--- src/rtl/ram_program_loader.sv ---
// Streams a byte block into a single-port synchronous RAM, reads it back, and
// checks the read-back sum before releasing the CPU with cpu_run.
module ram_program_loader #(
  parameter int ADDR_WIDTH = 8,
  parameter int DATA_WIDTH = 8
) (
  input  logic                  clk,
  input  logic                  rst_n,
  input  logic                  start,
  input  logic [ADDR_WIDTH-1:0] base_addr,
  input  logic [ADDR_WIDTH:0]   length,
  input  logic                  in_valid,
  input  logic [DATA_WIDTH-1:0] in_data,
  output logic                  in_ready,
  output logic [ADDR_WIDTH-1:0] ram_addr,
  output logic [DATA_WIDTH-1:0] ram_wdata,
  input  logic [DATA_WIDTH-1:0] ram_rdata,
  output logic                  ram_cs,
  output logic                  ram_we,
  output logic                  ram_oe,
  output logic                  busy,
  output logic                  done,
  output logic                  error,
  output logic [ADDR_WIDTH-1:0] err_addr,
  output logic [DATA_WIDTH-1:0] checksum,
  output logic                  cpu_run
);

  localparam logic [2:0] S_IDLE  = 3'd0;
  localparam logic [2:0] S_WRITE = 3'd1;
  localparam logic [2:0] S_FLUSH = 3'd2;
  localparam logic [2:0] S_VRD   = 3'd3;
  localparam logic [2:0] S_VCMP  = 3'd4;
  localparam logic [2:0] S_DONE  = 3'd5;

  localparam logic [ADDR_WIDTH:0]   IDX_ONE  = 1;
  localparam logic [ADDR_WIDTH-1:0] ADDR_ONE = 1;

  logic [2:0]            state;
  logic [ADDR_WIDTH-1:0] base;
  logic [ADDR_WIDTH:0]   len;
  logic [ADDR_WIDTH:0]   idx;
  logic [DATA_WIDTH-1:0] vsum;

  logic                  handshake;
  logic                  last_idx;
  logic [ADDR_WIDTH-1:0] cur_addr;
  logic [DATA_WIDTH-1:0] vsum_next;

  assign in_ready  = (state == S_WRITE);
  assign busy      = (state != S_IDLE);
  assign handshake = in_valid && in_ready;
  assign last_idx  = (idx == len - IDX_ONE);
  assign cur_addr  = base + idx[ADDR_WIDTH-1:0];
  assign vsum_next = vsum + ram_rdata;

  // RAM pins are registered, so each state sets up the pins for the next cycle.
  always_ff @(posedge clk or negedge rst_n) begin
    if (!rst_n) begin
      state     <= S_IDLE;
      base      <= '0;
      len       <= '0;
      idx       <= '0;
      vsum      <= '0;
      ram_addr  <= '0;
      ram_wdata <= '0;
      ram_cs    <= 1'b0;
      ram_we    <= 1'b0;
      ram_oe    <= 1'b0;
      done      <= 1'b0;
      error     <= 1'b0;
      err_addr  <= '0;
      checksum  <= '0;
      cpu_run   <= 1'b0;
    end else begin
      done <= 1'b0;
      case (state)
        S_IDLE: begin
          if (start) begin
            base     <= base_addr;
            len      <= length;
            idx      <= '0;
            vsum     <= '0;
            checksum <= '0;
            error    <= 1'b0;
            err_addr <= '0;
            cpu_run  <= 1'b0;
            if (length == '0) begin
              state   <= S_DONE;
              done    <= 1'b1;
              cpu_run <= 1'b1;
            end else begin
              state <= S_WRITE;
            end
          end
        end
        S_WRITE: begin
          if (handshake) begin
            ram_addr  <= cur_addr;
            ram_wdata <= in_data;
            ram_cs    <= 1'b1;
            ram_we    <= 1'b1;
            ram_oe    <= 1'b0;
            checksum  <= checksum + in_data;
            idx       <= idx + IDX_ONE;
            if (last_idx) state <= S_FLUSH;
          end else begin
            ram_cs <= 1'b0;
            ram_we <= 1'b0;
            ram_oe <= 1'b0;
          end
        end
        S_FLUSH: begin
          idx      <= '0;
          ram_addr <= base;
          ram_cs   <= 1'b1;
          ram_we   <= 1'b0;
          ram_oe   <= 1'b1;
          state    <= S_VRD;
        end
        S_VRD: begin
          state <= S_VCMP;
        end
        S_VCMP: begin
          vsum <= vsum_next;
          if (!last_idx) begin
            idx      <= idx + IDX_ONE;
            ram_addr <= cur_addr + ADDR_ONE;
            state    <= S_VRD;
          end else begin
            // Whole-block verdict: the running read-back sum must match the write sum.
            ram_cs  <= 1'b0;
            ram_oe  <= 1'b0;
            done    <= 1'b1;
            error   <= (vsum_next != checksum);
            cpu_run <= (vsum_next == checksum);
            if (vsum_next != checksum) err_addr <= ram_addr;
            state   <= S_DONE;
          end
        end
        S_DONE: begin
          state <= S_IDLE;
        end
        default: begin
          state <= S_IDLE;
        end
      endcase
    end
  end

endmodule

--- config.mk ---
export PLATFORM = sky130hd
export DESIGN_NAME = ram_program_loader
export DESIGN_NICKNAME = d
export VERILOG_FILES = /design/src/rtl/ram_program_loader.sv
export SDC_FILE = /design/constraint.sdc
export NUM_CORES = 1
export LEC_CHECK = 0
export ABC_CLOCK_PERIOD_IN_PS = 3110
export CAP_MARGIN = 10
export CORE_MARGIN = 2
export CORE_UTILIZATION = 30
export CTS_BUF_LIST = sky130_fd_sc_hd__clkbuf_8 sky130_fd_sc_hd__clkbuf_16
export CTS_CLUSTER_SIZE = 28
export DETAILED_ROUTE_END_ITERATION = 8
export GPL_ROUTABILITY_DRIVEN = 1
export PLACE_DENSITY = 0.57
export SYNTH_ARGS = -nofsm -noshare
export SYNTH_HDL_FRONTEND = slang
export SYNTH_SLANG_ARGS = --single-unit
--- constraint.sdc ---
create_clock -name clk -period 3.11 [get_ports clk]
set_clock_uncertainty 0.05 [all_clocks]
set_input_delay 0.622 -clock clk [delete_from_list [all_inputs] [get_ports clk]]
set_output_delay 0.622 -clock clk [all_outputs]
set_load 0.05 [all_outputs]
Word level (Yosys, flattened, before mapping) --
Cells that the tools add are included.
Word-level totals: bits in registers 75, output and inout bits 40
Operators by class: add/subtract/negate cells 6, equal/unequal tests 13, muxes and demuxes 35, reductions and logical operators 19
Operator list (count):
- $mux W8 | 6
- $pmux W8 S2 | 3
- $pmux W9 S4 | 1
- $mux W9 | 3
- $add A8 B8 Y8 | 3
- $pmux W8 S3 | 1
- $mux W3 | 5
- $pmux W3 S5 | 1
- $reduce_and A3 Y1 | 4
- $add A9 B1 Y9 const B | 1
- $eq A9 B9 Y1 | 1
- $logic_not A9 Y1 | 1
- $mux W1 | 9
- $sub A9 B1 Y9 const B | 1
- $add A8 B1 Y8 const B | 1
- $eq A8 B8 Y1 | 1
- $ne A2 B2 Y1 const B | 4
- $ne A8 B8 Y1 | 1
- $pmux W1 S2 | 4
- $reduce_and A2 Y1 | 4
- $reduce_and A4 Y1 | 2
- $eq A3 B2 Y1 const B | 2
- $pmux W1 S3 | 2
- $reduce_bool A2 Y1 | 3
- 7 further kinds | 9

Depth between registers and ports, before layout --
Gate-level depths: netlist (run 1).
word-level depth 5, depth in mapped cells 11, mapped depth without buffers 9

Worst setup path after synthesis (run 1) --
No wires, ideal clock.
kind reg2reg, from register state[0], to register idx[3], arrival time 3270 ps, required time 2982 ps, slack -288 ps, cell stages (with the launch flop) 10, path buffers 2, period minus slack after synthesis 3398 ps, cells stage by stage dfrtp_1 clkbuf_1 inv_1 nor3_1 nand2_1 nand3_1 o311ai_0 clkbuf_1 or3_1 a21oi_1
Between the ends: word-level cells in the longest chain between the ends 4, elaborated cells on any way between the ends 11
RTL lines:
- from (decl) | line 39 | logic [2:0] state;
- from (signal assigned) | line 60 | state <= S_IDLE;
- from (signal assigned) | line 89 | state <= S_DONE;
- from (signal assigned) | line 93 | state <= S_WRITE;
- $eq A3 B1 Y1 * | line 50 | assign in_ready = (state == S_WRITE);
- via in_ready | line 14 | output logic in_ready,
- $logic_and A1 B1 Y1 | line 52 | assign handshake = in_valid && in_ready;
- $ne A2 B1 Y1 (no source line)
- $reduce_and A4 Y1 (no source line)
- to (signal assigned) | line 105 | idx <= idx + IDX_ONE;
- to (signal assigned) | line 127 | idx <= idx + IDX_ONE;
- to (decl) | line 42 | logic [ADDR_WIDTH:0] idx;
Mark *: on every way through the listed nets, which the timed path passes. The rest lies on a longest branch. A chain may end at the register's enable or synchronous reset.

Final worst setup path (run 1) --
from input port ram_rdata[5], to register err_addr[0]
Between the ends: word-level cells in the longest chain between the ends 4
RTL lines:
- from (decl) | line 17 | input logic [DATA_WIDTH-1:0] ram_rdata,
- $add A8 B8 Y8 | line 55 | assign vsum_next = vsum + ram_rdata;
- $ne A8 B8 Y1 | line 137 | if (vsum_next != checksum) err_addr <= ram_addr;
- $ne A2 B2 Y1 (no source line)
- $reduce_and A4 Y1 (no source line)
- to (signal assigned) | line 137
- to (decl) | line 24 | output logic [ADDR_WIDTH-1:0] err_addr,
Every way passes these cells.

==> impl_metrics.ini, run 1 <==
[job]
cap_violations = 0

[floorplanning]
core_sq_um = 15150
initial_utilization_pct = 30.60
dieWidth_um = 128.3
io_pins = 77
num_rows = 45
dieHeight_um = 128.3
fp.dieArea_sq_um = 16460

[timing]
final.min_clock_period_ns = 2.956
finalSetupViolations = 0
timing.slew.headroom_pct = 35.41
fmaxAchievable_mhz = 338.3
worst_hold_slack_ns = 0.3692
rsz0062_at_grt = no
slew_viol_final = 0
min_period_over_period_pct = 95.05
worst_slew_pin_slew_ns = 0.9689
final_hold_viol_count = 0

[synth]
area_share_of_the_largest_cell_type_after_synthesis_pct = 40.50
synth_warnings = 0
number_of_enable_type_register_cells_in_the_synthesized_netlist = 0
synth_async_sr_flop_share_pct = 100.0
synth-compound-area-share_pct = 18.90
synthTopCellsByArea = dfrtp_1 40%, nand2_1 7.8%, ha_1 6.5%
syn-mean-instance-area_sq_um = 9.087
yosys-mux-area-fraction_pct = 2.835
synth_ff_type = dfrtp_1
synth.yosys.seq_area_share_pct = 40.50
syn-instance-count = 510
synthAdderAreaFrac_pct = 7.775
synth_nets = 574
synth-xor-area-share_pct = 7.667
yosys.cell_types.count = 60
post_synth_instance_area_sq_um = 4634
synth-simple-area-share_pct = 18.95
ys_seq_elements = 75
synth_largest_area_cell = dfrtp_1
synth_top_family_by_area = simple AND/OR/NAND/NOR gates

[clocking]
tritoncts.num_buffers = 9
clock_latency_ns = 0.35
cts_tree = built
clock_tree.htree_level_count = 3
max-clock-path-buffers = 2
buffers_inserted_by_post_cts_timing_repair = 0
cts_hold_buf = 0
root_driver = clkbuf_16
cts.reportedPaths.clkPinSlew_ns = 0.06
clock-sinks = 75

[layout]
areaGrowthSynthToFinish_pct = 33.80
most_frequent_cells_in_the_layout = 96 x nand2_1, 75 x dfrtp_1, 73 x clkdlybuf4s50_1, 39 x buf_4, 36 x o21ai_0
num-nets-final = 680
num_antenna_cells = 0
layoutNonFillerInstCount = 808
drive_above_1_share_pct = 12.74
layout.cells.most_common = nand2_1

[drt]
drtPass1Iterations = 4
vias = 4137
final_antenna_net_count = 0
via_per_inst = 5.120
violation_count_after_the_first_detailed_routing_iteration = 163
routed_wl_um = 12650
avgRoutedWirePerCell_um = 15.65
drc_errors = 0

[worst_setup_path]
cp_top_family = compound AO/OA/AOI/OAI gates
critPathKind = in2reg
timing.critical_path.buf_inv = 3
worst_path_most_repeated_cell = buf_4
worst_ep_required_time_ns = 3.29
critical_path_arrival_ns = 3.14
critical_path.endpoint_type = flop
crit_chain = clkdlybuf4s50_1 -> ha_1 -> xnor2_1 -> buf_4 -> a21o_1 -> a31oi_1 -> nand4_1 -> buf_4 -> o41a_1 -> a22o_1
slowest_library_cell_on_the_worst_path = o41a_1
maximum_fanout_along_the_worst_path = 5
cp_slowest_stage_delay_ns = 0.51
start_kind = input pin

[placement]
finalWeightedCongestion = 0.8850
dpl.cell_count = 792
hpwl_um = 9500
port-buffer-count = 76

[global_routing]
grt_pass1_wl_um = 21250
grt_max_degree = 76
grt_pass1_vias = 4226
overflow = 0
grt_antenna_before_repair = 0
grt_use_total_pct = 16.42

[pwr]
power.ir.vdd_worst_mv = 0.3890
power_leakage_nw = 2.849
power.density_cell_area_nw_per_um2 = 978.0

[status]
status = completed

[worst_hold_path]
holdCritPathClass = in2async
==> power breakdown <==
part | internal, W | leakage, nW | switching, W
Sequential | 0.00130 | 0.962 | 0.000390
Combinational | 0.00141 | 1.74 | 0.00194
Clock | 0.000612 | 0.147 | 0.000411
Total | 0.00332 | 2.85 | 0.00274
==> through the flow <==
step                cell area [sq um]  TNS, ns  total power (W)  setup WS, ns  util (%)
detailed placement               5874   -6.307         0.005021       -0.6480     38.79
CTS                              6172        0         0.006099       0.03866     40.75
floorplan                        4669        0         0.003963      0.002515         -
global route                     6201        0         0.006547      0.005729     40.94
global placement                 5874   -6.105         0.004936       -0.6256     38.79
finish                           6201        0         0.006065        0.1540     40.94
==> path summary, 6_finish.rpt <==
kind	start	to	slack, ns	depth (start not counted)
setup / recovery	ram_rdata[5]	err_addr[0]	0.15	10
hold / removal	rst_n	base[2]	0.37	1
setup reg to reg	vsum[0]	err_addr[0]	0.18	9
hold reg to reg	ram_wdata[4]	ram_wdata[4]	0.43	2
max in group asynchronous	rst_n	state[1]	2.00	1
min in group clk	ram_wdata[4]	ram_wdata[4]	0.43	2
==> registers in the layout, summed over array words and instances (netlist names), 8 cells and up <==
| signal | count |
|---|---|
| ram_addr | 8 |
| checksum | 8 |
| len | 9 |
| vsum | 8 |
| base | 8 |
| ram_wdata | 8 |
| idx | 9 |
| err_addr | 8 |
==> final cells by class <==
cell class	instances	area (sq um)
Sequential cell	75	1877
Fill cell	1513	8945
Clock inverter	6	57.56
Clock buffer	9	225.2
Tap cell	188	235.2
Multi-Input combinational cell	397	2698
Timing Repair Buffer	114	1037
Inverter	19	71.32
==> layer usage <==
| layer | vias up | part of all wire, % | wire (um) | GRT usage [%] |
|---|---|---|---|---|
| met3 | 25 | 4.2 | 535 | 3.506 |
| met1 | 1995 | 44 | 5511 | 19.55 |
| li1 | 2042 | - | - | - |
| met2 | 75 | 50 | 6307 | 28.69 |
| met5 | - | 0 | 0 | 0 |
| met4 | 0 | 2.3 | 294 | 6.723 |
==> logic make-up after synthesis <==
kind of cell,after synthesis
buffers and inverters,39
multiplexers,10
AO/OA/AOI/OAI,130
XOR/XNOR,39
adder cells (fa/ha/maj),27
AND/OR/NAND/NOR,190
flip-flops,75
==> cell usage after synthesis, types with 10 or more instances <==
library cell and n:
nor2_1 20, xor2_1 17, nor3_1 16, inv_1 18, clkbuf_1 17, or3_1 10
dfrtp_1 75, o21ai_0 36, a21oi_1 23, nand2_1 96, ha_1 24, a22o_1 13
nand3_1 15, xnor2_1 21, a21o_1 10
==> repair_timing <==
item / CTS / global route
gates cloned: 1 / 0
pin swaps: 7 / 0
gates resized for setup: 3 / 6
endpoints found under the setup margin: 10 / 12
Note: power is estimated with default switching activity, not from simulation.
==> inputs of run 2 (changes only) <==
==> config.mk (replaced) <==
export PLATFORM = sky130hd
export DESIGN_NAME = ram_program_loader
export DESIGN_NICKNAME = d
export VERILOG_FILES = /design/src/rtl/ram_program_loader.sv
export SDC_FILE = /design/constraint.sdc
export NUM_CORES = 1
export LEC_CHECK = 0
export ABC_CLOCK_PERIOD_IN_PS = 2800
export CAP_MARGIN = 20
export CORE_MARGIN = 2
export CORE_UTILIZATION = 30
export CTS_BUF_LIST = sky130_fd_sc_hd__clkbuf_8 sky130_fd_sc_hd__clkbuf_16
export CTS_CLUSTER_SIZE = 28
export DETAILED_ROUTE_END_ITERATION = 8
export GPL_ROUTABILITY_DRIVEN = 1
export PLACE_DENSITY = 0.55
export SYNTH_ARGS = -nofsm -noshare
export SYNTH_HDL_FRONTEND = slang
export SYNTH_SLANG_ARGS = --single-unit
==> constraint.sdc (replaced) <==
create_clock -name clk -period 2.8 [get_ports clk]
set_clock_uncertainty 0.05 [all_clocks]
set_input_delay 0.56 -clock clk [delete_from_list [all_inputs] [get_ports clk]]
set_output_delay 0.56 -clock clk [all_outputs]
set_load 0.05 [all_outputs]
==> impl_metrics.ini, run 2 (synthesis results as in run 1) <==
[drt]
final_antenna_net_count = 0
via_per_inst = 5.126
drtPass1Iterations = 5
avgRoutedWirePerCell_um = 15.56
drc_errors = 0
vias = 4270
violation_count_after_the_first_detailed_routing_iteration = 222
routed_wl_um = 12970

[clocking]
clock-sinks = 75
tritoncts.num_buffers = 9
cts.reportedPaths.clkPinSlew_ns = 0.07
cts_hold_buf = 0
clock_tree.htree_level_count = 3
cts_tree = built
clock_latency_ns = 0.35
root_driver = clkbuf_16
max-clock-path-buffers = 2

[timing]
final_hold_viol_count = 0
final.min_clock_period_ns = 2.990
finalSetupViolations = 10
worst_slew_pin_slew_ns = 0.5492
fin_ws_ns = -0.1903
setup-tns-final_ns = -1.695
timing.slew.headroom_pct = 63.27
fmaxAchievable_mhz = 334.4
worst_hold_slack_ns = 0.1333
slew_viol_final = 0
rsz0062_at_grt = yes
min_period_over_period_pct = 106.8

[floorplanning]
dieHeight_um = 128.3
initial_utilization_pct = 30.60
dieWidth_um = 128.3
num_rows = 45
io_pins = 77
fp.dieArea_sq_um = 16460
core_sq_um = 15150

[worst_setup_path]
maximum_fanout_along_the_worst_path = 8
critPathKind = reg2reg
worst_ep_required_time_ns = 3.03
reg2regPathDepth = 9
start_kind = flop
critical_path_arrival_ns = 3.22
critical_path.endpoint_type = flop

[placement]
hpwl_um = 9758
port-buffer-count = 76
finalWeightedCongestion = 0.8542

[global_routing]
grt_antenna_before_repair = 0
overflow = 0
grt_use_total_pct = 16.60
grt_max_degree = 40
grt_pass1_vias = 4293
grt_pass1_wl_um = 21450

[layout]
largestRegisters = idx (9), len (9)
finalCoreUtilization_pct = 42.97
num-nets-final = 704
layout.cells.most_common = nand2_1
num_antenna_cells = 0
drive_above_1_share_pct = 17.67
areaGrowthSynthToFinish_pct = 40.42
most_frequent_cells_in_the_layout = 96 x nand2_1, 75 x dfrtp_1, 71 x clkdlybuf4s50_1, 61 x buf_4, 35 x o21ai_0

[pwr]
power_leakage_nw = 3.001
report.power.total_w = 0.007159
power.density_cell_area_nw_per_um2 = 1100
power.ir.vdd_worst_mv = 0.4756

[job]
cap_violations = 0

[worst_hold_path]
holdCritPathClass = in2async

[status]
violations = setup timing
status = complete, but fails checks
run 2: changes by cell type in the layout (fill, tap and decap cells not counted), sizes merged:
cell	previous run	this run
buf	39	64
clkbuf	10	11
clkdlybuf4s15	0	2
clkdlybuf4s50	73	71
clkinv	4	2
clkinvlp	0	1
run 2: power breakdown:
part | leakage, nW | switching, W | internal, W
sequential | 0.962 | 0.000400 | 0.00144
combinational | 1.88 | 0.00231 | 0.00181
clock | 0.154 | 0.000463 | 0.000734
total | 3.00 | 0.00318 | 0.00398
run 2: metal layers:
metal  track usage, %  up-vias  share of wire, %  wire, um
met5                0        -                 0         0
met2            26.25      103                46      5940
met3            2.379       24               3.6       473
met1            22.29     2041                48      6175
met4            8.080        0               2.9       376
li1                 -     2102                 -         -
run 2: worst paths after layout:
| path | startpoint | endpoint | slack (ns) |
|---|---|---|---|
| max | vsum[0] | err_addr[6] | -0.19 |
| min | rst_n | ram_wdata[5] | 0.13 |
| max reg2reg | vsum[0] | err_addr[6] | -0.19 |
| min reg2reg | ram_wdata[5] | ram_wdata[5] | 0.43 |
| max in group asynchronous | rst_n | vsum[7] | 1.98 |
| min in group clk | ram_wdata[5] | ram_wdata[5] | 0.43 |
run 2: timing repair:
item                       in CTS  in global routing
gates cloned                    1                  1
buffers inserted                0                  4
pin swaps                      14                 11
hold endpoints to repair        0                  0
resized for setup               6                 20
setup endpoints to repair      10                 23
run 2: cell type report:
class	count	area (sq um)
Tap cell	188	235.2
Sequential cell	75	1877
Timing Repair Buffer	138	1242
Multi-Input combinational cell	397	2775
Inverter	19	71.32
Clock buffer	11	252.7
Clock inverter	5	53.80
Fill cell	1454	8638
run 2: critical path, stage by stage, from the launching register on:
cell and delay, ns:
dfrtp_1 0.41, ha_4 0.17, fa_1 0.46, xor2_1 0.16
a211o_1 0.25, a2111oi_2 0.30, nand4_1 0.18, or4_4 0.52
o22ai_4 0.22, a22o_1 0.19
run 2: through the flow:
stage	setup slack [ns]	instance area, sq um	instances
floorplan	-0.2412	4686	510
detailed placement	-0.9477	6031	811
finish	-0.1903	6507	833
global route	-0.3103	6507	833
CTS	-0.2111	6367	828
global placement	-0.8825	6031	811
==> RTL change (flow settings as in run 2) <==
The parameter `ADDR_WIDTH` goes from 8 to 7.
--- a/src/rtl/ram_program_loader.sv
+++ b/src/rtl/ram_program_loader.sv
@@ -1,7 +1,7 @@
 // Streams a byte block into a single-port synchronous RAM, reads it back, and
 // checks the read-back sum before releasing the CPU with cpu_run.
 module ram_program_loader #(
-  parameter int ADDR_WIDTH = 8,
+  parameter int ADDR_WIDTH = 7,
   parameter int DATA_WIDTH = 8
 ) (
   input  logic                  clk,
Ports: changed (resized base_addr, err_addr, length and ram_addr); port bits go from 77 to 73. No check against the original RTL was run, so the function may have changed too.
==> RTL change against run 2 <==
Cell area decreased by 8.2%. First-iteration DRC count is 4.1% higher. Synthesized cell count fell by 5.5%. Highest routed layer unchanged. Count of clock-buffer cells in the layout decreased by 2. Non-clock buffer count decreased by 29. Routed wire length decreased by 8.2%. Power decreased by 4.8%. Worst setup slack better by 0.15 ns. The run still ends with negative setup slack left. Sequential cell count fell by 5. Area after synthesis decreased by 5.3%.
==> RTL change: results (changes against run 2) <==
stage	metric	value	unit	change
outcome	status	complete, but fails checks		unchanged
outcome	violations	negative setup slack		unchanged
worst_setup_path	cp-startpoint	ram_rdata[0]		was vsum[0]$_DFFE_PN0P_
global_routing	grt_pass1_wl	19.8	mm	was 21.5 mm
logic_synthesis	syn-num-nets	543		was 574
worst_setup_path	rrSetupSlack	-0.03	ns	was -0.19 ns
final_layout	fin_nets	645		was 704
sta	slew_headroom	56.1	%	was 63.3%
final_layout	drive_above_1_share	13.4	%	was 17.7%
final_layout	diodes	0		unchanged
global_routing	grt_usage	15.8	%	was 16.6%
global_routing	antenna_found_initial	0		unchanged
route	via_per_inst	5.10		was 5.13
logic_synthesis	ys_top_cells_by_count	nand2_1 (96), dfrtp_1 (70), nor2_1 (32)		was nand2_1 (96), dfrtp_1 (75), o21ai_0 (36)
route	wl_met1	5.41	mm	was 6.18 mm
global_routing	grtUsageMet1	19.1	%	was 22.3%
route	met2_wirelength	5.80	mm	was 5.94 mm
sta	setup_violations	8		was 10
sta	timing.final.ws_setup	-0.0362	ns	was -0.190 ns
place	place_area	0.00556	mm²	was 0.00603 mm²
global_routing	use_met2	27.3	%	was 26.3%
worst_setup_path	cp_max_fo	8		unchanged
final_layout	nFillCells	1439		was 1454
worst_setup_path	endpoint	error$_DFFE_PN0P_		was err_addr[6]$_DFFE_PN0P_
global_routing	grt.met3_usage	4.24	%	was 2.38%
place	numPortBuffers	72		was 76
worst_setup_path	r2r_end	error$_DFFE_PN0P_		was err_addr[6]$_DFFE_PN0P_
place	dp_slack	-0.747	ns	was -0.948 ns
worst_setup_path	cpMaxStageDelayCell	fa_1		was or4_4
pwr	switching_power	0.00301	W	was 0.00318 W
route	wl_met3	450	µm	was 473 µm
logic_synthesis	ys_types	68		was 60
place	gp_congestion	0.878		was 0.854
place	dp.final_hpwl	9.02	mm	was 9.76 mm
final_layout	regArea	0.00175	mm²	was 0.00188 mm²
pwr	ir_drop	0.000433	V	was 0.000476 V
pwr	leakage	2.75	nW	was 3.00 nW
clock_network	cts_root_buf	clkbuf_16		unchanged
global_routing	grt_pass1_vias	3987		was 4293
route	avgRoutedWirePerCell	15.4	µm	was 15.6 µm
logic_synthesis	synth_area_leaders	dfrtp_1 (40%), nand2_1 (8.2%), ha_1 (6.6%)		was dfrtp_1 (40%), nand2_1 (7.8%), ha_1 (6.5%)
hold_path	worst_hold_path_type	in -> async		unchanged
route	firstDrtPassIters	4		was 5
global_routing	grt_max_degree	51		was 40
logic_synthesis	ys_seq_area_share	39.9	%	was 40.5%
route	drtIter0Drc	231		was 222
worst_setup_path	cp.arrival	3.03	ns	was 3.22 ns
## RTL change: what timing repair did
item	4_1_cts	5_1_grt
pin swaps	10	10
buffers inserted	2	0
resized for setup	12	1
setup endpoints to repair	9	9
## RTL change: through the flow
| stage | instances | total power [W] | hold slack, ns | TNS, ns |
|---|---|---|---|---|
| after floorplan | 482 | 0.00428 | 0.214 | -0.0908 |
| after global placement | 755 | 0.00535 | 0.411 | -6.54 |
| after detailed placement | 755 | 0.00544 | 0.416 | -6.96 |
| after CTS | 773 | 0.00687 | 0.139 | -0.0215 |
| after global routing | 773 | 0.00733 | 0.164 | -1.49 |
| final | 773 | 0.00682 | 0.129 | -0.183 |
## RTL change: logic make-up after synthesis
logic type,count (synthesis),share of synthesized area (%)
flip-flops,70,39.9
multiplexers,9,2.08
buffers and inverters,30,2.79
adder cells (fa/ha/maj),26,7.93
XOR/XNOR,34,7.41
AND/OR/NAND/NOR,203,22.1
AO/OA/AOI/OAI,110,17.8
## RTL change: area by class of cell
class | count | share of cell area, %
multi-input cells | 382 | 43.3
flip-flops and latches | 70 | 29.3
repair buffers | 109 | 17.0
well taps | 184 | 3.85
clock buffers | 9 | 3.77
clock inverters | 7 | 2.03
inverters | 12 | 0.754
## RTL change: power groups by stage
| stage | Combinational, W | Sequential, W | Clock (W) |
|---|---|---|---|
| floorplan | 0.00202 | 0.00226 | 0 |
| global placement | 0.00356 | 0.00179 | 0 |
| detailed placement | 0.00363 | 0.00181 | 0 |
| CTS | 0.00371 | 0.00179 | 0.00137 |
| global route | 0.00408 | 0.00185 | 0.00141 |
| finish | 0.00369 | 0.00178 | 0.00135 |
## RTL change: worst max-delay path, delay by kind of cell
kind            cells  cell delay (ns)
simple gates        4             0.96
xor+xnor            1             0.16
fa+ha+maj           2             0.69
buf+inv             1             0.20
compound gates      2             0.46
